`config.mk`:
```
export PLATFORM = sky130hd
export DESIGN_NAME = mtm_alu_deserializer_p
export DESIGN_NICKNAME = d
export VERILOG_FILES = /design/src/rtl/mtm_alu_pkg.sv /design/src/rtl/mtm_crc4_serial.sv /design/src/rtl/mtm_alu_deserializer_p.sv
export SDC_FILE = /design/constraint.sdc
export NUM_CORES = 1
export LEC_CHECK = 0
export ABC_AREA = 1
export CAP_MARGIN = 20
export CORE_MARGIN = 3
export CORE_UTILIZATION = 60
export CTS_CLUSTER_DIAMETER = 50
export DETAILED_ROUTE_END_ITERATION = 10
export HOLD_SLACK_MARGIN = 0.02
export PLACE_DENSITY = 0.95
export SYNTH_ARGS = -nofsm -noshare
export SYNTH_HDL_FRONTEND = slang
export SYNTH_SLANG_ARGS = --single-unit
```
`constraint.sdc`:
```
create_clock -name clk -period 2.7 [get_ports clk]
set_input_delay 0.54 -clock clk [delete_from_list [all_inputs] [get_ports clk]]
set_output_delay 0.54 -clock clk [all_outputs]
set_load 0.03 [all_outputs]
```
`src/rtl/mtm_alu_pkg.sv`:
```
// ==========================================================================
// Module : mtm_alu_pkg
// Brief  : shared constants, state encoding and helpers for the mtm ALU family
// Rev    : 1.0
// ==========================================================================
`default_nettype none

package mtm_alu_pkg;

    localparam logic [2:0] OP_AND = 3'b000;
    localparam logic [2:0] OP_OR  = 3'b001;
    localparam logic [2:0] OP_ADD = 3'b100;
    localparam logic [2:0] OP_SUB = 3'b101;

    localparam int ERR_DATA_BIT = 2;
    localparam int ERR_CRC_BIT  = 1;
    localparam int ERR_OP_BIT   = 0;

    // start + cmd + payload + stop
    localparam int FRAME_LEN    = 11;
    localparam int PAYLOAD_BITS = FRAME_LEN - 3;

    localparam logic [3:0] CRC_POLY = 4'b0011;

    typedef enum logic [2:0] {
        ST_IDLE    = 3'd0,
        ST_CMD     = 3'd1,
        ST_DATA    = 3'd2,
        ST_STOP    = 3'd3,
        ST_WAIT_HI = 3'd4
    } frame_state_t;

    function automatic logic op_is_valid(input logic [2:0] op);
        return (op == OP_AND) || (op == OP_OR) || (op == OP_ADD) || (op == OP_SUB);
    endfunction

endpackage

`default_nettype wire

```
`src/rtl/mtm_crc4_serial.sv`:
```
// ==========================================================================
// Module : mtm_crc4_serial
// Brief  : bit-serial CRC-4 (x^4+x+1), MSB first, zero seed
// Rev    : 1.0
// ==========================================================================
`default_nettype none

module mtm_crc4_serial
    import mtm_alu_pkg::*;
(
    input  logic       clk,
    input  logic       rst_n,
    input  logic       clear,
    input  logic       en,
    input  logic       din,
    output logic [3:0] crc
);
    logic feedback;

    assign feedback = crc[3] ^ din;

    always_ff @(posedge clk or negedge rst_n) begin
        if (!rst_n) begin
            crc <= 4'h0;
        end else if (clear) begin
            crc <= 4'h0;
        end else if (en) begin
            crc <= {crc[2:0], 1'b0} ^ (feedback ? CRC_POLY : 4'h0);
        end
    end

endmodule

`default_nettype wire

```
`src/rtl/mtm_alu_deserializer_p.sv`:
```
// ==========================================================================
// Module : mtm_alu_deserializer_p
// Brief  : serial packet receiver with valid/ready output; MTM_DESER_TIMEOUT_EN adds idle timeout
// Rev    : 1.0
// ==========================================================================
`default_nettype none

module mtm_alu_deserializer_p
    import mtm_alu_pkg::*;
#(
    parameter int OP_W        = 32,
    parameter int TIMEOUT_CYC = 64
) (
    input  logic            clk,
    input  logic            rst_n,
    input  logic            sin,
    output logic [OP_W-1:0] a_out,
    output logic [OP_W-1:0] b_out,
    output logic [2:0]      op_out,
    output logic [2:0]      err_out,
    output logic            out_valid,
    input  logic            out_ready,
    output logic            ovf
);
    localparam int NBYTES = 2 * OP_W / 8;
    localparam int CNT_W  = $clog2(NBYTES + 2);
    localparam logic [CNT_W-1:0] CNT_FULL = CNT_W'(NBYTES);
    localparam logic [CNT_W-1:0] CNT_SAT  = CNT_W'(NBYTES + 1);
    localparam logic [2:0]       LAST_BIT = 3'(PAYLOAD_BITS - 1);

    if ((OP_W % 8) != 0 || OP_W < 8 || TIMEOUT_CYC < 1) begin : g_param_check
        $error("mtm_alu_deserializer_p: illegal OP_W or TIMEOUT_CYC");
    end

    frame_state_t        state, state_nx;
    logic [2:0]          bit_cnt;
    logic                is_ctl;
    logic [7:0]          shreg;
    logic [CNT_W-1:0]    byte_cnt;
    logic [2*OP_W-1:0]   opnd_sr;
    logic                pkt_bad;
    logic                crc_en, crc_din;
    logic [3:0]          crc;
    logic                ctl_done, pkt_done, timeout;
    logic [2:0]          err_nx;

    always_ff @(posedge clk or negedge rst_n) begin
        if (!rst_n) state <= ST_IDLE;
        else        state <= state_nx;
    end

    always_comb begin
        state_nx = state;
        case (state)
            ST_IDLE:    if (!sin) state_nx = ST_CMD;
            ST_CMD:     state_nx = ST_DATA;
            ST_DATA:    if (bit_cnt == LAST_BIT) state_nx = ST_STOP;
            ST_STOP:    state_nx = sin ? ST_IDLE : ST_WAIT_HI;
            ST_WAIT_HI: if (sin) state_nx = ST_IDLE;
            default:    state_nx = ST_IDLE;
        endcase
    end

    // CTL frames contribute a constant 1 in place of bit 7, then the opcode bits
    assign crc_en  = (state == ST_DATA) && (!is_ctl || bit_cnt < 3'd4);
    assign crc_din = (is_ctl && bit_cnt == 3'd0) ? 1'b1 : sin;

    mtm_crc4_serial u_crc (
        .clk   (clk),
        .rst_n (rst_n),
        .clear (pkt_done),
        .en    (crc_en),
        .din   (crc_din),
        .crc   (crc)
    );

`ifdef MTM_DESER_TIMEOUT_EN
    localparam int TO_W = $clog2(TIMEOUT_CYC + 1);
    localparam logic [TO_W-1:0] TO_LAST = TO_W'(TIMEOUT_CYC - 1);

    logic [TO_W-1:0] idle_cnt;
    logic            idle_armed;

    assign idle_armed = (state == ST_IDLE) && sin && (byte_cnt != '0);
    assign timeout    = idle_armed && (idle_cnt == TO_LAST);

    always_ff @(posedge clk or negedge rst_n) begin
        if (!rst_n)                      idle_cnt <= '0;
        else if (!idle_armed || timeout) idle_cnt <= '0;
        else                             idle_cnt <= idle_cnt + 1'b1;
    end
`else
    assign timeout = 1'b0;
`endif

    assign ctl_done = (state == ST_STOP) && is_ctl;
    assign pkt_done = ctl_done || timeout;

    always_comb begin
        err_nx = 3'b000;
        if (timeout || byte_cnt != CNT_FULL || pkt_bad || !sin)
            err_nx[ERR_DATA_BIT] = 1'b1;
        else if (crc != shreg[3:0])
            err_nx[ERR_CRC_BIT] = 1'b1;
        else if (shreg[7] || !op_is_valid(shreg[6:4]))
            err_nx[ERR_OP_BIT] = 1'b1;
    end

    always_ff @(posedge clk or negedge rst_n) begin
        if (!rst_n) begin
            bit_cnt   <= 3'd0;
            is_ctl    <= 1'b0;
            shreg     <= 8'h00;
            byte_cnt  <= '0;
            opnd_sr   <= '0;
            pkt_bad   <= 1'b0;
            a_out     <= '0;
            b_out     <= '0;
            op_out    <= 3'b000;
            err_out   <= 3'b000;
            out_valid <= 1'b0;
            ovf       <= 1'b0;
        end else begin
            ovf <= 1'b0;
            case (state)
                ST_CMD: begin
                    is_ctl  <= sin;
                    bit_cnt <= 3'd0;
                end
                ST_DATA: begin
                    shreg   <= {shreg[6:0], sin};
                    bit_cnt <= bit_cnt + 3'd1;
                end
                ST_STOP: begin
                    if (!sin) pkt_bad <= 1'b1;
                    if (!is_ctl) begin
                        if (byte_cnt < CNT_FULL) opnd_sr <= {opnd_sr[2*OP_W-9:0], shreg};
                        if (byte_cnt != CNT_SAT) byte_cnt <= byte_cnt + 1'b1;
                    end
                end
                default: ;
            endcase

            if (pkt_done) begin
                byte_cnt <= '0;
                pkt_bad  <= 1'b0;
            end

            // Operands and opcode only move on a clean packet; errors keep the last good values
            if (pkt_done && (!out_valid || out_ready)) begin
                out_valid <= 1'b1;
                err_out   <= err_nx;
                if (err_nx == 3'b000) begin
                    b_out  <= opnd_sr[2*OP_W-1:OP_W];
                    a_out  <= opnd_sr[OP_W-1:0];
                    op_out <= shreg[6:4];
                end
            end else begin
                if (out_ready) out_valid <= 1'b0;
                if (pkt_done)  ovf <= 1'b1;
            end
        end
    end

endmodule

`default_nettype wire
```
==> results of run 1 <==
-- routing by layer --
metal / GRT usage (%) / part of all wire (%) / vias up
met3: 5.46 / 6.5 / 51
met1: 36.8 / 38 / 2627
li1: - / - / 2404
met4: 12.1 / 2.7 / 0
met2: 49.4 / 53 / 285
met5: 0 / 0 / -
-- sequential cells by signal, summed over array words and instances, names as in the netlist --
signal,cells
opnd_sr,64
a_out,32
b_out,32
shreg,8
byte_cnt,4
u_crc.crc,4
bit_cnt,3
err_out,3
op_out,3
state,3
is_ctl,1
out_valid,1
ovf,1
pkt_bad,1
-- cell type report --
class                           count  area, um2  area share [%]
Timing Repair Buffer               89        885            11.2
Multi-Input combinational cell    436       2070            26.2
Tap cell                          136        170            2.15
Clock inverter                     12        131            1.66
Inverter                           54        203            2.56
Sequential cell                   160       4000            50.6
Clock buffer                       20        445            5.63
-- logic make-up (layout without fill, tap and decap cells) --
family | Yosys count | after routing | share of synthesized area, %
xor+xnor | 3 | 3 | 0.407
simple gates | 338 | 338 | 23.0
compound gates | 89 | 89 | 6.97
flops | 160 | 160 | 62.0
buf+inv | 99 | 175 | 6.47
fa+ha+maj | 6 | 6 | 1.16
-- power by group through the flow --
stage / logic [W] / clock network (W) / registers, W
final: 0.00205 / 0.00235 / 0.00355
after global routing: 0.00229 / 0.00245 / 0.00361
after global placement: 0.00179 / 0 / 0.00350
after floorplan: 0.00143 / 0 / 0.00341
after CTS: 0.00203 / 0.00235 / 0.00352
after detailed placement: 0.00192 / 0 / 0.00354
-- metrics by stage --
step           util, %  power, W  instances
6_report          75.9   0.00795        907
5_1_grt           75.9   0.00834        907
4_1_cts           75.9   0.00790        907
3_5_place_dp      70.3   0.00546        874
3_3_place_gp      70.3   0.00529        874
2_1_floorplan        -   0.00484        695
-- cells in the final DEF (no fill, tap or decap), drive strengths merged, types with 3 or more instances in the layout --
| cell type | synthesis | final |
|---|---|---|
| clkbuf | 24 | 20 |
| nand3 | 17 | 17 |
| nor2 | 36 | 36 |
| o22ai | 3 | 3 |
| dfrtp | 160 | 160 |
| nand2 | 214 | 214 |
| inv | 54 | 57 |
| ha | 6 | 6 |
| buf | 21 | 14 |
| clkdlybuf4s50 | 0 | 74 |
| nand4 | 66 | 66 |
| clkinv | 0 | 3 |
| clkinvlp | 0 | 4 |
| o21ai | 58 | 58 |
| a21oi | 27 | 27 |
-- path summary, 6_finish.rpt --
| check | startpoint | to |
|---|---|---|
| max | err_out[0] | err_out[0] |
| min | b_out[19] | b_out[19] |
| min reg2reg | b_out[19] | b_out[19] |
| max reg2reg | state[1] | opnd_sr[43] |
| max in group asynchronous | rst_n | opnd_sr[10] |
| min in group asynchronous | rst_n | a_out[27] |
==> reports/results.tsv, run 1 <==
metric	value	unit
GRT overflow	0	
Commonest cells post-synth	nand2_1 (214), dfrtp_1 (160), nand4_1 (66), inv_1 (53), o21ai_0 (39)	
Critical Path Sink Type	output port	
IO Port Bufs	75	
drt pass-1 iters	5	
startpoint types	flop	
placer congestion estimate	0.780	
RSZ-0062 raised after global routing	false	
Synth area leader	dfrtp_1	
Slew HR	61.0	%
diode count	0	
CP max stage delay	0.69	ns
Post-synth EDFFs	0	
FP Rows	37	
Synth Area per Inst	9.30	um2
crit path cell chain	clkdlybuf4s50_1	
pre-CTS WS	0.500	ns
Remaining DRCs	0	
Final Hold Slack	0.478	ns
Setup-failing EPs final	0	
die height	110	um
Die Wd	110	um
Core ar.	10400	um2
sequential-to-total area share from yosys stat	62.0	%
post-synth cell types	25	
CTS root buf	clkbuf_8	
Mapped Cells	695	
Clock Pin Slew Worst Setup and Hold Paths	0.07	ns
Period minus WS final	2.18	ns
final antenna-violating net count	0	
Post-CTS Resized	0	
post-DP HPWL	9700	um
Worst Tran Pin Value	0.584	ns
total CTS buffers	17	
synthesized cell area	6460	um2
vias in the first global route	5504	
NumNets Final	768	
critical path type	flop to output port	
Final Hold Vio Count	0	
slowest CP cell	clkdlybuf4s50_1	
Final Slew Violations	0	
overall global routing resource usage	29.1	%
Arr. time, crit path	1.64	ns
Leak	3.99	nW
CTS tree	done	
syn nets	705	
fraction of layout cells with a size suffix above 1	6.87	%
Initial Util	62.0	%
top post-synthesis cells by area	dfrtp_1 (62%), nand2_1 (12%), nand4_1 (6.4%)	
skew final	0.00906	ns
area grow syn2layout	22.4	%
Worst Reg-to-Reg Cells	6	
Ys Warns	0	
Final Instance Area	7910	um2
clock sinks	160	
switching share of power	37.5	%
maxcap violations	0	
hold path cells	2	
Req. time, crit path	2.16	ns
Psw	0.00298	W
setup TNS	0	ns
Highest Clock Rate	0.460	GHz
family with the most delay on the worst path	buffers and inverters	
combinational share of power	25.8	%
post-synth top area share	62.0	%
io pins	76	
CP Depth	1	
worst-skew pair later-pin latency	0.53	ns
Vias/cell	5.92	
power per standard cell area	1010	nW/um2
Primary FF master, synth	dfrtp_1	
most frequent cell after synthesis	nand2_1	
fin crit share	80.6	%
FF+latch count, synth	160	
# Post-CTS Setup Buffers	0	
initial antenna violation count	0	
CP max FO	2	
Flop pwr share	44.6	%
Max rail drop VDD	0.826	mV
share of power burned in the clock network	29.6	%
internal power	0.00497	W
status	completed	
R2R setup slack	0.62	ns
largest net degree at the start of global routing	81	
Post-synth ARST share	100	%
Iteration-0 DRC Markers	561	
Setup WS post-layout	0.524	ns
placed inst area	7320	um2
global-route wire length before repair	27000	um
Bufs on Longest Clock Path	2	
via count	5367	
CTS H-Tree Depth	4	
fillcell total	635	
Worst Path Buf+Inv	1	
Post-CTS Hold Buffers	1	
Tightest Hold Check Type	flop to flop	
DIE AREA	12000	um2
Avg WL per Cell	18.0	um
DRT Wirelength	16300	um
Note: power is estimated with default switching activity, not from simulation.
==> run 2, diff against run 1 <==
CORE_UTILIZATION = 50   (was 60)
PLACE_DENSITY = 0.85   (was 0.95)
clock period = 1.9 ns   (was 2.7 ns; I/O delays follow)
==> reports/results.tsv, run 2 (synthesis gave the netlist of run 1 again) <==
metric	value	unit
status	completed	
Critical Path Sink Type	output port	
Period minus WS final	1.86	ns
CP max FO	2	
Final Hold Vio Count	0	
Avg WL per Cell	15.6	um
DRT Wirelength	14800	um
via count	5175	
commonest non-fill, non-tap cell in the layout	nand2_1	
Initial Util	52.5	%
Largest regs	opnd_sr (64), a_out (32), b_out (32)	
critical path type	flop to output port	
startpoint types	flop	
Highest Clock Rate	0.537	GHz
FP Rows	40	
Setup-failing EPs final	0	
CTS tree	done	
area grow syn2layout	25.9	%
largest reg by FF count	opnd_sr	
Clock Pin Slew Worst Setup and Hold Paths	0.06	ns
GRT overflow	0	
Psw	0.00409	W
power per standard cell area	1410	nW/um2
Req. time, crit path	1.52	ns
fin crit share	98.0	%
Core ar.	12300	um2
overall global routing resource usage	21.8	%
vias in the first global route	5092	
worst-skew pair later-pin latency	0.42	ns
IO Port Bufs	75	
global-route wire length before repair	25000	um
Max rail drop VDD	0.700	mV
post-DP HPWL	9720	um
final antenna-violating net count	0	
Iteration-0 DRC Markers	422	
maxcap violations	0	
Remaining DRCs	0	
drt pass-1 iters	5	
combinational share of power	25.9	%
placer congestion estimate	0.833	
diode count	0	
pre-CTS WS	-0.115	ns
# Post-CTS Setup Buffers	0	
io pins	76	
internal power	0.00740	W
NumNets Final	778	
Worst Tran Pin Value	0.432	ns
Arr. time, crit path	1.48	ns
Slew HR	71.2	%
CP max stage delay	0.69	ns
largest net degree at the start of global routing	66	
Tightest Hold Check Type	input pin to async pin	
Setup WS post-layout	0.0384	ns
slowest CP cell	clkdlybuf4s50_1	
Bufs on Longest Clock Path	2	
total CTS buffers	17	
skew final	0.00872	ns
commonest non-fill, non-tap cells in the layout	nand2_1 (214), dfrtp_1 (160), clkdlybuf4s50_1 (70), nand4_1 (66), inv_1 (53)	
number of flip-flops in the largest register	64	
clock sinks	160	
share of power burned in the clock network	30.5	%
Die Wd	120	um
Flop pwr share	43.7	%
Leak	4.14	nW
crit path cell chain	clkdlybuf4s50_1	
CTS H-Tree Depth	4	
Final Slew Violations	0	
fraction of layout cells with a size suffix above 1	8.07	%
RSZ-0062 raised after global routing	false	
DIE AREA	14300	um2
initial antenna violation count	0	
Worst Path Buf+Inv	1	
Final Hold Slack	0.451	ns
die height	120	um
CTS root buf	clkbuf_16	
family with the most delay on the worst path	buffers and inverters	
switching share of power	35.6	%
Vias/cell	5.45	
==> run 2: per-stage QoR <==
stage / utilization [%] / TNS [ns] / cells / total power, W / area (um2)
3_3_place_gp: 61.0 / -0.0265 / 916 / 0.00770 / 7510
3_5_place_dp: 61.0 / -5.03 / 916 / 0.00793 / 7510
5_1_grt: 66.1 / 0 / 949 / 0.0122 / 8140
2_1_floorplan: - / 0 / 695 / 0.00688 / 6460
4_1_cts: 66.1 / 0 / 949 / 0.0115 / 8130
6_report: 66.1 / 0 / 949 / 0.0115 / 8140
==> run 2: final timing paths <==
path | start | end | slack (ns) | cells past startpoint
max | err_out[1] | err_out[1] | 0.04 | 1
min in group clk | a_out[28] | a_out[28] | 0.47 | 2
max reg2reg | byte_cnt[1] | a_out[21] | 0.25 | 8
min | rst_n | b_out[19] | 0.45 | 2
min reg2reg | a_out[28] | a_out[28] | 0.47 | 2
max in group asynchronous | rst_n | a_out[18] | 0.76 | 3
==> run 2: repair_timing <==
item                                    in CTS  in global routing
gates resized for setup                      2                  2
endpoints found under the setup margin       2                  2
hold endpoints to repair                    41                  0
hold buffers                                 1                  0
==> run 2: metal layers <==
| metal | track usage (%) | wire (um) | up-vias |
|---|---|---|---|
| li1 | - | - | 2424 |
| met1 | 27.3 | 5940 | 2520 |
| met2 | 36.8 | 7750 | 203 |
| met3 | 4.48 | 830 | 28 |
| met4 | 9.23 | 279 | 0 |
| met5 | 0 | 0 | - |
==> run 2: final cells by class <==
cell class,instances,area (um2)
repair buffers,99,1040
well taps,168,210
flip-flops and latches,160,4000
clock buffers,20,457
inverters,54,203
fillers,925,4170
clock inverters,12,155
multi-input cells,436,2070
==> run 2: power groups by stage <==
| stage | clock (W) | sequential [W] | combinational (W) |
|---|---|---|---|
| final | 0.00350 | 0.00502 | 0.00298 |
| after global routing | 0.00368 | 0.00511 | 0.00337 |
| after CTS | 0.00354 | 0.00499 | 0.00299 |
| after detailed placement | 0 | 0.00503 | 0.00290 |
| after global placement | 0 | 0.00498 | 0.00272 |
| after floorplan | 0 | 0.00484 | 0.00204 |
==> run 3, diff against run 2 <==
ABC_CLOCK_PERIOD_IN_PS = 1900   (was unset)
SETUP_SLACK_MARGIN = 0.2   (was unset)
==> reports/results.tsv, run 3 (synthesis gave the netlist of run 1 again) <==
metric	value	unit
status	completed	
Highest Clock Rate	0.616	GHz
area grow syn2layout	24.7	%
FP Rows	40	
DRT Wirelength	14900	um
crit path cell chain	dlygate4sd2_1	
Vias/cell	5.48	
overall global routing resource usage	21.8	%
Req. time, crit path	1.52	ns
total CTS buffers	17	
Tightest Hold Check Type	input pin to async pin	
clock sinks	160	
Final Slew Violations	0	
io pins	76	
NumNets Final	779	
CTS H-Tree Depth	4	
Setup-failing EPs final	0	
Max rail drop VDD	0.705	mV
diode count	0	
CP max FO	2	
Critical Path Sink Type	output port	
Die Wd	120	um
largest reg by FF count	opnd_sr	
Avg WL per Cell	15.7	um
Final Hold Vio Count	0	
Clock Pin Slew Worst Setup and Hold Paths	0.06	ns
Non-Filler Instances	950	
power per standard cell area	1430	nW/um2
CP max stage delay	0.42	ns
slowest CP cell	dlygate4sd2_1	
number of flip-flops in the largest register	64	
global-route wire length before repair	24900	um
fin crit share	85.4	%
Largest regs	opnd_sr (64), a_out (32), b_out (32)	
final antenna-violating net count	0	
worst-skew pair later-pin latency	0.43	ns
CTS root buf	clkbuf_16	
Core ar.	12300	um2
skew final	0.00843	ns
RSZ-0062 raised after global routing	false	
GRT overflow	0	
via count	5203	
Period minus WS final	1.62	ns
family with the most delay on the worst path	buffers and inverters	
IO Port Bufs	75	
Sequential cell area	4010	um2
maxcap violations	0	
area of the multi-input gates	2070	um2
commonest non-fill, non-tap cell in the layout	nand2_1	
Initial Util	52.5	%
initial antenna violation count	0	
critical path type	flop to output port	
Final Util	65.4	%
placed cells	916	
fillcell total	944	
Arr. time, crit path	1.24	ns
placer congestion estimate	0.833	
die height	120	um
setup TNS	0	ns
CTS tree	done	
Worst Tran Pin Value	0.426	ns
Worst Path Buf+Inv	1	
DIE AREA	14300	um2
Slew HR	71.6	%
Iteration-0 DRC Markers	459	
drt pass-1 iters	6	
fraction of layout cells with a size suffix above 1	8.44	%
largest net degree at the start of global routing	66	
Bufs on Longest Clock Path	2	
startpoint types	flop	
commonest non-fill, non-tap cells in the layout	nand2_1 (214), dfrtp_1 (159), dlygate4sd2_1 (72), nand4_1 (66), inv_1 (52)	
Remaining DRCs	0	
vias in the first global route	5079	
Leak	4.44	nW
post-DP HPWL	9720	um
==> run 3: timing repair <==
item	CTS	global route
resized for setup	72	2
hold buffers	1	0
cloned	0	0
setup buffers	0	1
pin swaps	0	1
hold endpoints to repair	41	0
setup endpoints to repair	72	63
==> run 3: where the power goes <==
part	total, W	leakage, nW	internal (W)	switching [W]
registers	0.00502	2.10	0.00430	0.000717
logic	0.00299	2.04	0.000959	0.00203
clock network	0.00351	0.297	0.00214	0.00137
==> run 3: area by class of cell <==
class / count / area share [%]
clock inverters: 12 / 1.93
well taps: 168 / 2.61
multi-input cells: 436 / 25.7
flip-flops and latches: 160 / 49.7
clock buffers: 20 / 5.67
inverters: 54 / 2.52
repair buffers: 100 / 11.8
==> run 3: layer usage <==
| metal | track usage [%] | wire [um] | up-vias | share of wire [%] |
|---|---|---|---|---|
| met1 | 27.4 | 5970 | 2560 | 40 |
| met3 | 4.52 | 812 | 28 | 5.5 |
| li1 | - | - | 2429 | - |
| met2 | 36.8 | 7790 | 186 | 52 |
| met5 | 0 | 0 | - | 0 |
| met4 | 9.31 | 314 | 0 | 2.1 |
==> run 3: per-stage QoR <==
stage / hold WS (ns) / area, um2 / setup WS (ns) / power, W
floorplan: 0.0844 / 6460 / 0.322 / 0.00688
global placement: 0.326 / 7510 / -0.0187 / 0.00770
detailed placement: 0.329 / 7510 / -0.115 / 0.00793
CTS: 0.461 / 8050 / 0.253 / 0.0115
global route: 0.488 / 8050 / 0.198 / 0.0122
finish: 0.442 / 8050 / 0.277 / 0.0115
==> run 3: worst paths after layout <==
path	from	end	slack (ns)	cells past startpoint
max	err_out[0]	err_out[0]	0.28	1
min	rst_n	b_out[19]	0.44	2
max reg2reg	byte_cnt[0]	a_out[21]	0.30	8
min reg2reg	a_out[25]	a_out[25]	0.46	2
max in group asynchronous	rst_n	a_out[18]	0.77	3
min in group clk	a_out[25]	a_out[25]	0.46	2
